## config.mk

```make
export PLATFORM = sky130hd
export DESIGN_NAME = dmem_arbiter
export DESIGN_NICKNAME = d
export VERILOG_FILES = /design/src/rtl/dmem_arbiter.sv
export SDC_FILE = /design/constraint.sdc
export NUM_CORES = 1
export LEC_CHECK = 0
export CORE_MARGIN = 5
export CORE_UTILIZATION = 38
export CTS_CLUSTER_SIZE = 16
export DETAILED_ROUTE_END_ITERATION = 8
export PLACE_DENSITY = 0.89
export SYNTH_ARGS = -nofsm -noshare
export SYNTH_HDL_FRONTEND = slang
export SYNTH_SLANG_ARGS = --single-unit
```

## constraint.sdc

```tcl
create_clock -name clk -period 2.6 [get_ports clk]
set_input_delay 0.52 -clock clk [delete_from_list [all_inputs] [get_ports clk]]
set_output_delay 0.52 -clock clk [all_outputs]
set_load 0.005 [all_outputs]
```

## src/rtl/dmem_arbiter.sv

```systemverilog
// Data-memory arbiter: CPU load/store port vs. word-burst DMA with starvation bound.
// Optional burst abort when DMEM_ARB_ABORT_EN is defined.
module dmem_arbiter #(
    parameter int ADDR_W     = 32,
    parameter int DATA_W     = 32,
    parameter int LEN_W      = 8,
    parameter int STARVE_MAX = 8
) (
    input  logic              clk,
    input  logic              rst,
    input  logic              cpu_req,
    input  logic              cpu_we,
    input  logic [ADDR_W-1:0] cpu_addr,
    input  logic [3:0]        cpu_sel,
    input  logic [DATA_W-1:0] cpu_wdata,
    output logic [DATA_W-1:0] cpu_rdata,
    output logic              cpu_stall,
    input  logic              dma_start,
    input  logic              dma_dir,
    input  logic [ADDR_W-1:0] dma_base,
    input  logic [LEN_W-1:0]  dma_len,
    input  logic [DATA_W-1:0] dma_wdata,
    output logic              dma_wdata_pop,
    output logic [DATA_W-1:0] dma_rdata,
    output logic              dma_rvalid,
    output logic              dma_busy,
    output logic              dma_done,
`ifdef DMEM_ARB_ABORT_EN
    input  logic              dma_abort,
    output logic              dma_aborted,
`endif
    output logic              mem_ce,
    output logic              mem_we,
    output logic [ADDR_W-1:0] mem_addr,
    output logic [3:0]        mem_sel,
    output logic [DATA_W-1:0] mem_wdata,
    input  logic [DATA_W-1:0] mem_rdata
);

    localparam int SW = $clog2(STARVE_MAX + 1);

    typedef enum logic [1:0] {IDLE, RUN, DONE} state_e;

    state_e            state_q, state_d;
    logic [ADDR_W-1:0] addr_q, addr_d;
    logic [LEN_W-1:0]  rem_q, rem_d;
    logic              dir_q, dir_d;
    logic [SW-1:0]     starve_q, starve_d;
    logic [DATA_W-1:0] rdata_q;
    logic              rvalid_q;
    logic              cpu_grant;
    logic              dma_grant;
`ifdef DMEM_ARB_ABORT_EN
    logic              aborted_q, aborted_d;
`endif

    always_comb begin
        state_d   = state_q;
        addr_d    = addr_q;
        rem_d     = rem_q;
        dir_d     = dir_q;
        starve_d  = starve_q;
        cpu_grant = 1'b0;
        dma_grant = 1'b0;
`ifdef DMEM_ARB_ABORT_EN
        aborted_d = 1'b0;
`endif
        unique case (state_q)
            IDLE: begin
                cpu_grant = cpu_req;
                if (dma_start) begin
                    if (dma_len != '0) begin
                        addr_d   = {dma_base[ADDR_W-1:2], 2'b00};
                        rem_d    = dma_len;
                        dir_d    = dma_dir;
                        starve_d = '0;
                        state_d  = RUN;
                    end else begin
                        state_d = DONE;
                    end
                end
            end
            RUN: begin
                // CPU may win only while it has not used up its starvation budget
                if (cpu_req && (starve_q < SW'(STARVE_MAX))) begin
                    cpu_grant = 1'b1;
                    starve_d  = starve_q + SW'(1);
                end else begin
                    dma_grant = 1'b1;
                    starve_d  = '0;
                    addr_d    = addr_q + ADDR_W'(4);
                    rem_d     = rem_q - LEN_W'(1);
                    if (rem_q == LEN_W'(1))
                        state_d = DONE;
                end
`ifdef DMEM_ARB_ABORT_EN
                if (dma_abort) begin
                    state_d   = DONE;
                    aborted_d = 1'b1;
                end
`endif
            end
            DONE: begin
                cpu_grant = cpu_req;
                state_d   = IDLE;
            end
            default: state_d = IDLE;
        endcase
    end

    always_ff @(posedge clk or negedge rst) begin
        if (!rst) begin
            state_q   <= IDLE;
            addr_q    <= '0;
            rem_q     <= '0;
            dir_q     <= 1'b0;
            starve_q  <= '0;
            rdata_q   <= '0;
            rvalid_q  <= 1'b0;
`ifdef DMEM_ARB_ABORT_EN
            aborted_q <= 1'b0;
`endif
        end else begin
            state_q   <= state_d;
            addr_q    <= addr_d;
            rem_q     <= rem_d;
            dir_q     <= dir_d;
            starve_q  <= starve_d;
            rvalid_q  <= dma_grant & ~dir_q;
            if (dma_grant && !dir_q)
                rdata_q <= mem_rdata;
`ifdef DMEM_ARB_ABORT_EN
            aborted_q <= aborted_d;
`endif
        end
    end

    always_comb begin
        mem_ce    = 1'b0;
        mem_we    = 1'b0;
        mem_addr  = '0;
        mem_sel   = 4'h0;
        mem_wdata = '0;
        if (dma_grant) begin
            mem_ce    = 1'b1;
            mem_we    = dir_q;
            mem_addr  = addr_q;
            mem_sel   = 4'hF;
            mem_wdata = dma_wdata;
        end else if (cpu_grant) begin
            mem_ce    = 1'b1;
            mem_we    = cpu_we;
            mem_addr  = cpu_addr;
            mem_sel   = cpu_sel;
            mem_wdata = cpu_wdata;
        end
    end

    assign cpu_stall     = cpu_req & ~cpu_grant;
    assign cpu_rdata     = (cpu_grant && !cpu_we) ? mem_rdata : '0;
    assign dma_wdata_pop = dma_grant & dir_q;
    assign dma_rdata     = rdata_q;
    assign dma_rvalid    = rvalid_q;
    assign dma_busy      = (state_q != IDLE);
    assign dma_done      = (state_q == DONE);
`ifdef DMEM_ARB_ABORT_EN
    assign dma_aborted   = aborted_q;
`endif

endmodule

```

==> summary.txt, run 1 <==
Die
  – Core Area: approximately 0.013 mm²
  – Initial Util: 0.3859
  – Row count: between 40 and 50
  – Io pins: around 320
  – Die W: 125.7 µm
  – Die Y: between 100 and 150 µm
  – Die area: between 0.015 and 0.02 mm²

Worst setup path
  – CP Cell Sequence: o21ai_2, and2_4, nor2b_4, buf_12, and2_1, clkdlybuf4s50_1
  – Kind of critical path: register to output pin
  – Nature of the critical path endpoint: output pin
  – CP peak stage delay: approximately 500 ps
  – CP Launch Type: register
  – CP max-delay cell: clkdlybuf4s50_1
  – WP buf/inv: 2
  – WP data arrival: between 2000 and 2500 ps
  – CP delay by family, top: buffers and inverters
  – CP required: ~2100 ps
  – CP max FO: 32

Run status
  – Status: finished, violations left
  – Failing checks: setup timing

GRT
  – GRT Overall Usage: 0.2642
  – First-pass GRT wire length: around 34 mm
  – Vias in the first global route: 6058
  – Largest net degree at the start of global routing: 60
  – Initial antenna violation count: 2
  – Gr ovfl total: 0

Clock tree
  – Worst-path clk slew: around 60 ps
  – Total CTS buffers: 9
  – Clk_lat worst skew: between 300 and 400 ps
  – Clock tree buffer depth: 2
  – CTS sink cnt: 78
  – # hold bufs at CTS: 0
  – Clock Tree Root: clkbuf_16
  – H-tree depth: 3
  – CTS tree: done

Worst hold path
  – Hold WC Path Type: input port to async pin

Synth
  – Mapped Avg Cell Area: ~8.5 µm²
  – Distinct cell type count after synthesis: 53
  – Top cells by area, synth: dfrtp_1, mux2_2, a21oi_1, nand2_1, a22o_1
  – Post-synth ARST share: 1.000
  – Warnings, synthesis: 0
  – Post-Synthesis Cell Area: between 0.005 and 0.006 mm²
  – Syn_nets: roughly 780
  – Synth top area share: 0.3835
  – Seq/Total Area, Yosys: 0.3835
  – Number of synthesized register bits: between 70 and 80
  – Post-synth EDFFs: 0
  – Mapped Cells: between 600 and 700
  – Post-synth top area cell: dfrtp_1
  – Top_reg_cell synth: dfrtp_1

Placement
  – Port bufs: about 310
  – Final estimated routing congestion in global placement: roughly 0.93
  – Worst slack, placed: -443.8 ps
  – Post-DP HPWL: between 15 and 20 mm
  – Area after DPL: about 0.0086 mm²

Final layout
  – Most frequent cells in the layout: clkdlybuf4s50_1, nand2_1, dfrtp_1
  – Share of cells above drive strength 1: 0.1259
  – Fin area: 0.009193 mm²
  – Most common cell after layout, fill and taps aside: clkdlybuf4s50_1
  – # nets final: 1107
  – Fill count: 1040
  – Synth-to-Final Area Change: 80.60%

Power
  – Leakage: 4.532 nW
  – Total power: between 8 and 9 mW
  – Peak VDD IR: roughly 0.55 mV
  – Power Density: ~950 mW/mm²

Timing
  – Final Max Slew Viols: 0
  – TNS Setup: -5.587 ps
  – Slew at the pin closest to its max-slew limit: just under 600 ps
  – Final hold violation count: 0
  – Worst setup margin: -5.587 ps
  – Hold Worst Slack: 181.7 ps
  – Worst Skew: between 9 and 10 ps
  – Final Setup Violations: 1
  – Worst slew margin: 0.6035
  – Unrepaired setup endpoints after global routing: true
  – Max Freq: around 380 MHz
  – Period Utilization, post-route: 1.002
  – Post-layout min period: ~2600 ps

Drt
  – DRT antenna net count: 0
  – Drt first pass iters: 5
  – WL/cell: about 20 µm
  – DRC Markers: 0
  – Post-Route WL: between 20 and 25 mm
  – 1st-iter DRT viols: approximately 360
  – Via density: about 5.5
  – Routed vias: 6066

Run
  – Max-Cap Viols: 0
[final timing paths]
path                       slack, ps             to           from  cells after the start
max                               -6  cpu_rdata[17]    starve_q[3]                      6
min                              180  dma_rdata[31]            rst                      1
max in group asynchronous       1780     state_q[0]            rst                      2
min reg2reg                      510  dma_rdata[14]  dma_rdata[14]                      1
min in group clk                 510  dma_rdata[14]  dma_rdata[14]                      1
max reg2reg                      450     addr_q[24]     addr_q[10]                      5
[power breakdown]
part | switching (mW) | internal [mW]
registers | 0.585 | 1.82
logic | 2.34 | 2.74
clock network | 0.495 | 0.762
[sequential cells by signal, summed over array words and instances, names as in the netlist]
name,count
addr_q,30
dir_q,1
dma_rdata,32
dma_rvalid,1
rem_q,8
starve_q,4
state_q,2
[worst reg2reg max path: cells and delay by family (launching register included)]
kind            cells  cell delay [ps]
simple gates        3             1190
compound gates      2              360
flops               1              490
[layer usage]
layer,global-route usage,wire (µm)
met5,0,0
met4,0.07823,490
met3,0.06224,1624
met2,0.4600,11360
met1,0.3266,8574
[cell type report]
type / count / area, µm² / area share
sequential: 78 / 1954 / 0.2126
timing repair buffer: 360 / 3760 / 0.4090
clock inverter: 4 / 47.55 / 0.005172
tap: 176 / 220.2 / 0.02396
antenna: 2 / 5.005 / 0.0005444
inverter: 10 / 37.54 / 0.004083
clock buffer: 11 / 242.7 / 0.02641
multi-input combinational: 466 / 2925 / 0.3182
[timing repair]
item / CTS / global route
gates resized for setup: 58 / 54
setup buffers: 6 / 4
gates cloned: 1 / 1
pin swaps: 1 / 2
endpoints found under the setup margin: 102 / 62
[Yosys cell counts, types with 2 or more instances]
master	count
buf_6	4
o21ai_0	28
and2_1	38
a41o_1	2
o22a_1	4
o2bb2a_2	2
nand2_1	88
nand3_1	15
a2bb2oi_1	3
nand2b_1	3
nor3b_1	2
o41ai_1	4
a22o_1	33
o22ai_1	9
o31ai_1	4
o2bb2ai_1	5
nor2_1	39
nor4_1	4
mux2_2	33
a31oi_1	3
a22oi_1	4
nand4_1	10
clkbuf_1	27
buf_2	14
or4_4	2
o211ai_1	3
or3_1	3
a21o_1	2
and3_1	6
a21oi_1	72
a32oi_1	2
nor2b_1	6
inv_1	10
ha_1	4
dfrtp_1	78
a211o_1	2
nor3_1	14
and4_1	4
[metrics by stage]
step / util / std cells
after floorplan: - / 601
after global placement: 0.6527 / 1078
after detailed placement: 0.6527 / 1078
after CTS: 0.6814 / 1100
after global routing: 0.6969 / 1107
final: 0.6969 / 1107
[kinds of logic (layout without fill, tap and decap cells)]
family	Yosys count	in the layout	synth area share
other	0	2	0
muxes	33	33	0.07301
adders and majority gates	4	4	0.009833
and+or+nand+nor	240	240	0.2328
DFF	78	78	0.3835
AOI/OAI and AO/OA	189	189	0.2488
buffers and inverters	57	385	0.05212
Note: power is estimated with default switching activity, not from simulation.
==> inputs of run 2 (changes only) <==
--- a/config.mk
+++ b/config.mk
@@ -5,6 +5,7 @@
 export SDC_FILE = /design/constraint.sdc
 export NUM_CORES = 1
 export LEC_CHECK = 0
+export CAP_MARGIN = 20
 export CORE_MARGIN = 5
 export CORE_UTILIZATION = 38
 export CTS_CLUSTER_SIZE = 16
==> results of run 2 <==
Final layout, timing and power as in run 1 (identical DEF).
